--- src/rtl/opram_wr_sched_if.sv ---
// Bus between the busy-table write scheduler and its environment:
// set/clear requests, RAM write port, read forwarding and status.
interface opram_wr_sched_if #(
  parameter int NREQ = 2,
  parameter int NRD  = 7
);
  logic              flush_i;
  logic [NREQ-1:0]   set_valid_i;
  logic [NREQ*6-1:0] set_addr_i;
  logic [NREQ-1:0]   set_ready_o;
  logic              clr_valid_i;
  logic [5:0]        clr_addr_i;
  logic              clr_ready_o;
  logic              ram_we_o;
  logic [5:0]        ram_aw_o;
  logic              ram_di_o;
  logic [NRD*6-1:0]  rd_addr_i;
  logic [NRD-1:0]    ram_q_i;
  logic [NRD-1:0]    rd_q_o;
  logic              init_done_o;
  logic [2:0]        fifo_cnt_o;

  modport master (
    output flush_i, set_valid_i, set_addr_i,
    output clr_valid_i, clr_addr_i,
    output rd_addr_i, ram_q_i,
    input  set_ready_o, clr_ready_o,
    input  ram_we_o, ram_aw_o, ram_di_o,
    input  rd_q_o, init_done_o, fifo_cnt_o
  );

  modport slave (
    input  flush_i, set_valid_i, set_addr_i,
    input  clr_valid_i, clr_addr_i,
    input  rd_addr_i, ram_q_i,
    output set_ready_o, clr_ready_o,
    output ram_we_o, ram_aw_o, ram_di_o,
    output rd_q_o, init_done_o, fifo_cnt_o
  );
endinterface

--- src/rtl/opram_wr_sched.sv ---
// Write-port scheduler for the 64x1 operand-ready RAM (busy table).
// Optional WSCHED_COALESCE_EN: duplicate sets are accepted but not queued.
module opram_wr_sched #(
  parameter int NREQ       = 2,
  parameter int FIFO_DEPTH = 4,
  parameter int NRD        = 7
) (
  input logic             clk,
  input logic             rst_n,
  opram_wr_sched_if.slave bus
);
  localparam int CW = $clog2(FIFO_DEPTH + 1);

  typedef enum logic {INIT, RUN} state_t;

  state_t          state, state_nx;
  logic [5:0]      sweep;
  logic [5:0]      q_addr    [FIFO_DEPTH];
  logic [5:0]      q_addr_nx [FIFO_DEPTH];
  logic [CW-1:0]   cnt, cnt_nx;
  logic            run, acc_en, pop, kill;
  logic [NREQ-1:0] ready, enq;

  always_ff @(posedge clk or negedge rst_n) begin
    if (!rst_n) begin
      state <= INIT;
      sweep <= '0;
    end else begin
      state <= state_nx;
      sweep <= (bus.flush_i || state == RUN) ? 6'd0 : sweep + 6'd1;
    end
  end

  always_comb begin
    state_nx = state;
    if (bus.flush_i)
      state_nx = INIT;
    else if (state == INIT && sweep == 6'd63)
      state_nx = RUN;
  end

  always_comb begin
    run             = (state == RUN);
    acc_en          = run & ~bus.flush_i;
    bus.init_done_o = run;
    bus.clr_ready_o = acc_en;
    bus.ram_we_o    = 1'b0;
    bus.ram_aw_o    = '0;
    bus.ram_di_o    = 1'b0;
    if (!run) begin
      bus.ram_we_o = 1'b1;
      bus.ram_aw_o = sweep;
      bus.ram_di_o = 1'b1;
    end else if (bus.clr_valid_i) begin
      bus.ram_we_o = 1'b1;
      bus.ram_aw_o = bus.clr_addr_i;
    end else if (cnt != '0) begin
      bus.ram_we_o = 1'b1;
      bus.ram_aw_o = q_addr[0];
      bus.ram_di_o = 1'b1;
    end
  end

  assign pop  = run & ~bus.clr_valid_i & (cnt != '0);
  assign kill = acc_en & bus.clr_valid_i;

  // Slots are granted on the pre-pop count; coalesced sets take no slot.
  always_comb begin
    int         free, used;
    logic [5:0] a;
    logic       coal;
    ready = '0;
    enq   = '0;
    free  = FIFO_DEPTH - int'(cnt);
    used  = 0;
    for (int k = 0; k < NREQ; k++) begin
      a    = bus.set_addr_i[k*6 +: 6];
      coal = 1'b0;
`ifdef WSCHED_COALESCE_EN
      for (int e = 0; e < FIFO_DEPTH; e++)
        if (e < int'(cnt) && q_addr[e] == a) coal = 1'b1;
      for (int m = 0; m < k; m++)
        if (ready[m] && bus.set_valid_i[m] &&
            bus.set_addr_i[m*6 +: 6] == a) coal = 1'b1;
      coal = coal & bus.set_valid_i[k];
`endif
      if (acc_en)
        ready[k] = coal ? (free > 0) : (free > used);
      enq[k] = ready[k] & bus.set_valid_i[k] & ~coal;
      if (bus.set_valid_i[k] && !coal) used++;
    end
  end

  assign bus.set_ready_o = ready;

  // Queue stays compacted: survivors first, then new sets in index order.
  always_comb begin
    int         j;
    logic [5:0] a;
    q_addr_nx = q_addr;
    j = 0;
    for (int i = 0; i < FIFO_DEPTH; i++) begin
      if (i < int'(cnt) && !(pop && i == 0) &&
          !(kill && q_addr[i] == bus.clr_addr_i)) begin
        q_addr_nx[j] = q_addr[i];
        j++;
      end
    end
    for (int k = 0; k < NREQ; k++) begin
      a = bus.set_addr_i[k*6 +: 6];
      if (enq[k] && !(kill && a == bus.clr_addr_i) && j < FIFO_DEPTH) begin
        q_addr_nx[j] = a;
        j++;
      end
    end
    cnt_nx = CW'(j);
  end

  always_ff @(posedge clk or negedge rst_n) begin
    if (!rst_n)
      cnt <= '0;
    else if (bus.flush_i)
      cnt <= '0;
    else
      cnt <= cnt_nx;
  end

  always_ff @(posedge clk) begin
    q_addr <= q_addr_nx;
  end

  assign bus.fifo_cnt_o = 3'(cnt);

  always_comb begin
    logic hit;
    bus.rd_q_o = '0;
    for (int i = 0; i < NRD; i++) begin
      hit = 1'b0;
      for (int e = 0; e < FIFO_DEPTH; e++)
        if (e < int'(cnt) && q_addr[e] == bus.rd_addr_i[i*6 +: 6])
          hit = 1'b1;
      bus.rd_q_o[i] = ~run | bus.ram_q_i[i] | hit;
    end
  end
endmodule

--- src/flat_wrapper.sv ---
// flat-port wrapper written by rule: the top's interface ports become plain ports
module opram_wr_sched_flat 
#(
  parameter int NREQ       = 2,
  parameter int FIFO_DEPTH = 4,
  parameter int NRD        = 7
)
  (clk, rst_n, bus_flush_i, bus_set_valid_i, bus_set_addr_i, bus_clr_valid_i, bus_clr_addr_i, bus_rd_addr_i, bus_ram_q_i, bus_set_ready_o, bus_clr_ready_o, bus_ram_we_o, bus_ram_aw_o, bus_ram_di_o, bus_rd_q_o, bus_init_done_o, bus_fifo_cnt_o);
  opram_wr_sched_if #(.NREQ(NREQ), .NRD(NRD)) bus_i ();
  input logic clk;
  input logic rst_n;
  input wire logic [$bits(bus_i.flush_i)-1:0] bus_flush_i;
  input wire logic [$bits(bus_i.set_valid_i)-1:0] bus_set_valid_i;
  input wire logic [$bits(bus_i.set_addr_i)-1:0] bus_set_addr_i;
  input wire logic [$bits(bus_i.clr_valid_i)-1:0] bus_clr_valid_i;
  input wire logic [$bits(bus_i.clr_addr_i)-1:0] bus_clr_addr_i;
  input wire logic [$bits(bus_i.rd_addr_i)-1:0] bus_rd_addr_i;
  input wire logic [$bits(bus_i.ram_q_i)-1:0] bus_ram_q_i;
  output wire logic [$bits(bus_i.set_ready_o)-1:0] bus_set_ready_o;
  output wire logic [$bits(bus_i.clr_ready_o)-1:0] bus_clr_ready_o;
  output wire logic [$bits(bus_i.ram_we_o)-1:0] bus_ram_we_o;
  output wire logic [$bits(bus_i.ram_aw_o)-1:0] bus_ram_aw_o;
  output wire logic [$bits(bus_i.ram_di_o)-1:0] bus_ram_di_o;
  output wire logic [$bits(bus_i.rd_q_o)-1:0] bus_rd_q_o;
  output wire logic [$bits(bus_i.init_done_o)-1:0] bus_init_done_o;
  output wire logic [$bits(bus_i.fifo_cnt_o)-1:0] bus_fifo_cnt_o;
  assign bus_i.flush_i = bus_flush_i;
  assign bus_i.set_valid_i = bus_set_valid_i;
  assign bus_i.set_addr_i = bus_set_addr_i;
  assign bus_i.clr_valid_i = bus_clr_valid_i;
  assign bus_i.clr_addr_i = bus_clr_addr_i;
  assign bus_i.rd_addr_i = bus_rd_addr_i;
  assign bus_i.ram_q_i = bus_ram_q_i;
  assign bus_set_ready_o = bus_i.set_ready_o;
  assign bus_clr_ready_o = bus_i.clr_ready_o;
  assign bus_ram_we_o = bus_i.ram_we_o;
  assign bus_ram_aw_o = bus_i.ram_aw_o;
  assign bus_ram_di_o = bus_i.ram_di_o;
  assign bus_rd_q_o = bus_i.rd_q_o;
  assign bus_init_done_o = bus_i.init_done_o;
  assign bus_fifo_cnt_o = bus_i.fifo_cnt_o;
  opram_wr_sched #(.NREQ(NREQ), .FIFO_DEPTH(FIFO_DEPTH), .NRD(NRD)) u_core (.clk(clk), .rst_n(rst_n), .bus(bus_i));
endmodule
--- config.mk ---
export PLATFORM = sky130hd
export DESIGN_NAME = opram_wr_sched_flat
export DESIGN_NICKNAME = d
export VERILOG_FILES = /design/src/rtl/opram_wr_sched_if.sv /design/src/rtl/opram_wr_sched.sv /design/src/flat_wrapper.sv
export SDC_FILE = /design/constraint.sdc
export NUM_CORES = 1
export LEC_CHECK = 0
export BUFFER_PORTS_ARGS = -buffer_cell sky130_fd_sc_hd__buf_2
export CAP_MARGIN = 40
export CORE_MARGIN = 2
export CORE_UTILIZATION = 50
export DETAILED_ROUTE_END_ITERATION = 10
export PLACE_DENSITY = 0.72
export SETUP_SLACK_MARGIN = 0.02
export SLEW_MARGIN = 20
export SYNTH_ARGS = -nofsm -noshare
export SYNTH_HDL_FRONTEND = slang
export SYNTH_SLANG_ARGS = --single-unit
--- constraint.sdc ---
create_clock -name clk -period 14.5 [get_ports clk]
set_clock_uncertainty 0.2 [all_clocks]
set_input_delay 1.45 -clock clk [delete_from_list [all_inputs] [get_ports clk]]
set_output_delay 1.45 -clock clk [all_outputs]
set_load 0.03 [all_outputs]
==> results.toml, run 1 <==
[timing]
fmax_mhz = 175
setup_viol = 0
drv_slew = 0
grt_setup_unrepaired = "false"
hold_viol_final = 0
worst_pin_slew_ns = 0.906
period_minus_slack_ns = 5.72
period_share_pct = 39.5
relSlewSlack_pct = 39.5
final.setup.tns_ns = 0

[clock_network]
worstSkewPairLatency_ns = 0.30
numCtsBuffers = 5
post_cts_buffers = 0
hold_buffers = 0
cts_tree = "built"
clk_pin_slew_ns = 0.08
ctsResizeCount = 0
htreeDepth = 2
cts.sinks = 34
cts-root-buf = "clkbuf_8"
max-clock-path-buffers = 2

[logic_synthesis]
yosysTopAreaCell = "xnor2_1"
synth_async_sr_flop_share_pct = 29.4
synth_area_leaders = "xnor2_1 (20%), xor2_1 (15%), dfxtp_1 (9.3%)"
synth_nets = 743
syn_inst = 649
ys_ff_latch = 34
synthDistinctLibCells = 52
syn-cell-area_sq_um = 5160
synth_edf_count = 0
yosysSeqAreaShare_pct = 14.2
synth_top_area_share_pct = 20.2
synth_top_flop_cell = "dfxtp_1"
synth_warnings = 0
syn_avg_cell_area_sq_um = 7.95

[pwr]
swShare_pct = 35.7
p_leak_nw = 2.40
p_int_mw = 0.217
powerDensity_nw_per_um2 = 59.7
p_comb_share_pct = 31.1
p_seq_share_pct = 38.3
clkPwrFrac_pct = 30.6
p_switching_mw = 0.120
peakVddDrop_mv = 0.0332

[cells_and_area]
diodes = 0
drive_gt1_share_pct = 19.1
area_growth_pct = 9.34
seq_area_sq_um = 731
multi_input_area_sq_um = 4040
nNetsFinal = 775
final_cells = 818
fillers = 945

[floorplan]
start_util_pct = 50.6
fp.dieW_um = 106
ios = 95
die_area_sq_um = 11100
core_sq_um = 10200
die_h_um = 106
rows = 37

[worst_hold_path]
hold_path.class = "reg -> reg"

[place]
dp.cells = 809
globalplace.congestion = 0.904
port_buffers = 94
hpwl_um = 11700

[detailed_routing]
num_vias = 4905
wl_um = 16300
wire_per_inst_um = 19.9
dr.pass1.iters = 5
ant_nets = 0
viasPerCell = 6.00
drt_iter0_drc = 349
drc = 0

[setup_path]
startpoint = "bus_clr_addr_i[4]"
critPathCaptureType = "flip-flop"
crit_path_max_fanout = 12
required_ns = 14.50
crit_type = "in -> reg"
r2r_slack_ns = 8.99
crit-reg2reg-launch = "u_core.bus.fifo_cnt_o[2]"
start_kind = "input pin"
r2r_cells = 17
cp-endpoint = "u_core.q_addr[2]"
r2r_end = "u_core.q_addr[2]"
worstPathArrival_ns = 5.72

[run]
maxCapViolCount = 0

[global_routing]
gr-total-overflow = 0
grt_max_degree = 28
track_usage_pct = 29.0
grt_pass1_vias = 4757
grt_antenna_before_repair = 0
grt_pass1_wl_um = 25500

[outcome]
status = "completed"
[Yosys cell counts, types with 2 or more instances]
cell type,count
nand4_1,33
o31ai_2,3
and3_1,3
nor3_1,2
nand3_1,16
a31oi_1,6
a211o_1,6
xor2_1,90
inv_1,17
dfxtp_1,24
or3_1,2
a311oi_1,6
buf_4,4
a21oi_1,8
a21o_1,2
o311a_1,2
clkbuf_1,17
nor4_1,37
nand2_1,29
nand3b_1,8
or2_2,2
buf_1,27
o31ai_1,3
mux2i_1,20
mux2_2,7
and2_1,4
buf_2,23
a211oi_1,9
a22oi_1,6
o21a_1,2
ha_1,21
dfrtp_1,10
o21ai_0,14
xnor2_1,119
o221a_2,6
nor2_1,45
[area by class of cell]
type / count / share of cell area (%)
Multi-Input combinational cell: 526 / 71.7
Inverter: 17 / 1.13
Clock inverter: 2 / 0.688
Timing Repair Buffer: 97 / 8.88
Tap cell: 136 / 3.02
Clock buffer: 6 / 1.66
Sequential cell: 34 / 13.0
[cells by family (layout without fill, tap and decap cells)]
family                     Yosys count  after routing  synth area share, %
xor gates and xnor gates           211            211                 36.1
and+or+nand+nor                    183            183                 18.6
buffers and inverters               89            122                 7.47
AOI/OAI and AO/OA                   83             83                 12.9
DFF                                 34             34                 14.2
muxes                               28             28                 5.63
adders and majority gates           21             21                 5.09
[placed cells by master, fill, tap and decap left out, types with 2 or more instances in the layout]
cell type / count
or2_2: 2
clkbuf_8: 5
o31ai_2: 3
nor2_1: 45
o221a_2: 6
and3_1: 3
or3_1: 2
nand3b_1: 8
buf_2: 94
a21oi_1: 8
o311a_1: 2
a22oi_1: 6
dfrtp_1: 10
xnor2_1: 119
a21o_1: 2
nor4_1: 37
ha_1: 21
o21a_1: 2
and2_1: 4
nor3_1: 2
inv_1: 17
nand2_1: 29
mux2i_1: 20
o21ai_0: 14
a311oi_1: 6
nand3_1: 16
mux2_2: 7
a211oi_1: 9
nand4_1: 33
buf_4: 2
dfxtp_1: 24
a211o_1: 6
xor2_1: 90
o31ai_1: 3
a31oi_1: 6
[stage by stage]
step           util [%]  instance area, sq um  hold slack, ns  power [mW]  worst slack, ns
6_report           55.4                  5640           0.305       0.337             8.78
5_1_grt            55.4                  5640           0.347       0.351             8.48
4_1_cts            55.2                  5620           0.303       0.335             8.82
3_5_place_dp       53.9                  5490           0.291       0.234             8.53
3_3_place_gp       53.9                  5490           0.291       0.230             8.70
2_1_floorplan         -                  5160           0.256       0.200             8.97
[worst min-delay path by stage]
stage	startpoint	depth (start not counted)	slack, ns	endpoint
2_1_floorplan	u_core.sweep[0]	1	0.26	u_core.sweep[0]
3_3_place_gp	u_core.sweep[0]	1	0.29	u_core.sweep[0]
3_5_place_dp	u_core.sweep[0]	1	0.29	u_core.sweep[0]
4_1_cts	u_core.sweep[0]	1	0.30	u_core.sweep[0]
5_1_grt	u_core.sweep[0]	1	0.35	u_core.sweep[0]
6_report	u_core.sweep[0]	1	0.31	u_core.sweep[0]
[state kept, by name (all words and copies together) (netlist names)]
name,cells
u_core.q_addr,24
u_core.sweep,6
u_core.bus.fifo_cnt_o,3
u_core.bus.init_done_o,1
[worst max-delay path: stages]
cell,delay [ns]
buf_2,0.20
xnor2_1,0.14
nand4_1,0.12
o41a_1,0.53
inv_1,0.19
ha_1,0.30
xnor2_2,0.29
inv_1,0.11
ha_1,0.20
ha_1,0.28
inv_1,0.04
o211a_1,0.17
a211oi_4,0.35
mux2i_1,0.40
inv_1,0.11
ha_1,0.23
nand3_1,0.32
nand3_1,0.14
o221a_2,0.15
[power groups by stage]
stage | registers [mW] | logic [mW] | clock network (mW)
floorplan | 0.103 | 0.0965 | 0
global route | 0.129 | 0.115 | 0.107
CTS | 0.128 | 0.104 | 0.103
detailed placement | 0.130 | 0.103 | 0
global placement | 0.130 | 0.0998 | 0
finish | 0.129 | 0.105 | 0.103
[layer usage]
| layer | global-route usage, % | wire length (um) | up-vias |
|---|---|---|---|
| li1 | - | - | 2301 |
| met1 | 36.3 | 6710 | 2271 |
| met2 | 47.8 | 7350 | 257 |
| met3 | 3.71 | 1420 | 76 |
| met4 | 16.5 | 782 | 0 |
| met5 | 0 | 0 | - |
Note: power is estimated with default switching activity, not from simulation.
==> run 2: changes to the inputs <==
- ABC_AREA: default -> 1
- PLACE_DENSITY: 0.72 -> 0.74
- clock period: 14.5 -> 4.92 ns (I/O delays scaled with it)
==> run 2 against run 1 <==
Compared with the run above: global-route usage rose by 7.5 points; synthesized cell count is 45% higher; die area increased by 8.8%; worst setup slack lost 8.2 ns; critical path type is now reg -> reg; critical endpoint is now u_core.q_addr[22]; highest routed layer unchanged.
==> results.toml, run 2 <==
[outcome]
status = "completed"

[global_routing]
gr-total-overflow = 0
track_usage_pct = 36.4
grt_pass1_vias = 6142
grt_pass1_wl_um = 33400
grt_max_degree = 15
grt_antenna_before_repair = 0

[cells_and_area]
drive_gt1_share_pct = 16.6
utilization_pct = 57.7
stdcell_area_sq_um = 6280
final_cells = 1154
nNetsFinal = 1107
largest_register_ffs = 24
layout_common_cells = "nand2_1 (299), buf_2 (94), inv_1 (92), nand3_1 (68), nor2_1 (61)"
layout_commonest_cell = "nand2_1"
regMostFlops = "u_core.q_addr"
diodes = 0
area_growth_pct = 11.7

[logic_synthesis]
synth_edf_count = 0
synth_top_flop_cell = "dfxtp_1"
yosysSeqAreaShare_pct = 13.0
yosysTopAreaCell = "nand2_1"
synth_area_leaders = "nand2_1 (20%), xnor2_1 (9.2%), dfxtp_1 (8.5%)"
synth_nets = 1037
synth_warnings = 0
ys_ff_latch = 34
synth_async_sr_flop_share_pct = 29.4
synth_top_area_share_pct = 19.9
syn_inst = 943
synthDistinctLibCells = 51
synth.most_common_cell = "nand2_1"
syn-cell-area_sq_um = 5630
synth_common_cells = "nand2_1 (299), inv_1 (92), nand3_1 (68)"
syn_avg_cell_area_sq_um = 5.97

[setup_path]
crit_chain = "inv_1, ha_1, ha_1, nor2_1, nand2_1, nand2_1, inv_1, nand2_1, ha_1, inv_1, nand2_1, nand2_2, inv_1, ha_1, inv_1, o21ai_0, ha_1, nand2_1, nand2_1, inv_1, ha_1, o2111ai_2, nor2_1, a21oi_1"
crit_path_max_fanout = 12
crit_buf_inv = 6
critPathSlowestCell = "dfrtp_1"
worstPathArrival_ns = 4.29
required_ns = 4.87
start_kind = "flip-flop"
crit_type = "reg -> reg"
critPathCaptureType = "flip-flop"
max_stage_delay_ns = 0.41
cp_top_family = "adder cells"

[clock_network]
max-clock-path-buffers = 2
cts.sinks = 34
worstSkewPairLatency_ns = 0.29
cts_tree = "built"
htreeDepth = 2
numCtsBuffers = 5
clk_pin_slew_ns = 0.07
cts-root-buf = "clkbuf_8"

[pwr]
peakVddDrop_mv = 0.147
p_leak_nw = 3.14
total_power_mw = 0.887
powerDensity_nw_per_um2 = 141

[place]
dp.cells = 1145
port_buffers = 94
globalplace.congestion = 1.04
pre_cts_ws_ns = 0.651
place_area_sq_um = 6180
hpwl_um = 16000

[timing]
relSlewSlack_pct = 52.9
layout_setup_ws_ns = 0.577
setup_viol = 0
drv_slew = 0
worst_pin_slew_ns = 0.704
period_minus_slack_ns = 4.34
whs_ns = 0.205
grt_setup_unrepaired = "false"
period_share_pct = 88.3
final.setup.tns_ns = 0
fmax_mhz = 230
hold_viol_final = 0

[floorplan]
die_h_um = 110
fp.dieW_um = 110
start_util_pct = 51.7
die_area_sq_um = 12100
rows = 38
ios = 95
core_sq_um = 10900

[detailed_routing]
drc = 0
dr.pass1.iters = 5
drt_iter0_drc = 847
num_vias = 6708
wire_per_inst_um = 18.8
viasPerCell = 5.81
wl_um = 21700
ant_nets = 0

[run]
maxCapViolCount = 0

[worst_hold_path]
hold_path.class = "in -> reg"
==> run 2: final timing paths <==
| path | startpoint | to | slack, ns | depth (start not counted) |
|---|---|---|---|---|
| min in group asynchronous | rst_n | u_core.sweep[0] | 0.40 | 2 |
| max in group asynchronous | rst_n | u_core.bus.fifo_cnt_o[0] | 3.91 | 2 |
| max | u_core.bus.fifo_cnt_o[0] | u_core.q_addr[22] | 0.58 | 24 |
| max reg2reg | u_core.bus.fifo_cnt_o[0] | u_core.q_addr[22] | 0.58 | 24 |
| min reg2reg | u_core.sweep[0] | u_core.sweep[0] | 0.31 | 1 |
| min | bus_flush_i | u_core.bus.init_done_o | 0.20 | 2 |
==> run 2: repair_timing <==
item                                   4_1_cts  5_1_grt
endpoints found under the hold margin       10        0
gates resized for setup                      0        0
hold buffers                                 1        0
setup buffers                                0        0
==> run 2: report_power, final <==
part / leakage [nW] / switching (mW) / internal [mW]
Combinational: 2.76 / 0.224 / 0.142
Sequential: 0.333 / 0.0149 / 0.290
Clock: 0.0482 / 0.103 / 0.113
Total: 3.14 / 0.342 / 0.546
==> run 2: worst register-to-register path: stages, from the launching register on <==
cell,delay [ns]
dfrtp_1,0.41
inv_1,0.11
ha_1,0.21
ha_1,0.21
nor2_1,0.15
nand2_1,0.16
nand2_1,0.09
inv_1,0.04
nand2_1,0.15
ha_1,0.29
inv_1,0.07
nand2_1,0.08
nand2_2,0.12
inv_1,0.07
ha_1,0.26
inv_1,0.03
o21ai_0,0.25
ha_1,0.28
nand2_1,0.09
nand2_1,0.10
inv_1,0.09
ha_1,0.16
o2111ai_2,0.31
nor2_1,0.21
a21oi_1,0.06
==> run 2: cell families after synthesis <==
group                    synth area share (%)
buffers and inverters                    11.8
adder cells (fa/ha/maj)                  4.67
AND/OR/NAND/NOR                          39.2
XOR/XNOR                                 16.7
flip-flops                               13.0
AO/OA/AOI/OAI                            14.7
==> run 2: cell type report <==
class,count,area (sq um)
clock inverters,1,5.00
inverters,106,402
flip-flops and latches,34,731
clock buffers,7,86.3
multi-input cells,748,4230
well taps,140,175
fillers,1127,4600
repair buffers,118,653
==> run 2: layer usage <==
layer / vias to the layer above / share of wire [%] / GRT usage [%]
li1: 3207 / - / -
met1: 2919 / 40 / 48.3
met2: 485 / 42 / 56.0
met3: 97 / 12 / 7.52
met4: 0 / 5.4 / 18.3
met5: - / 0 / 0
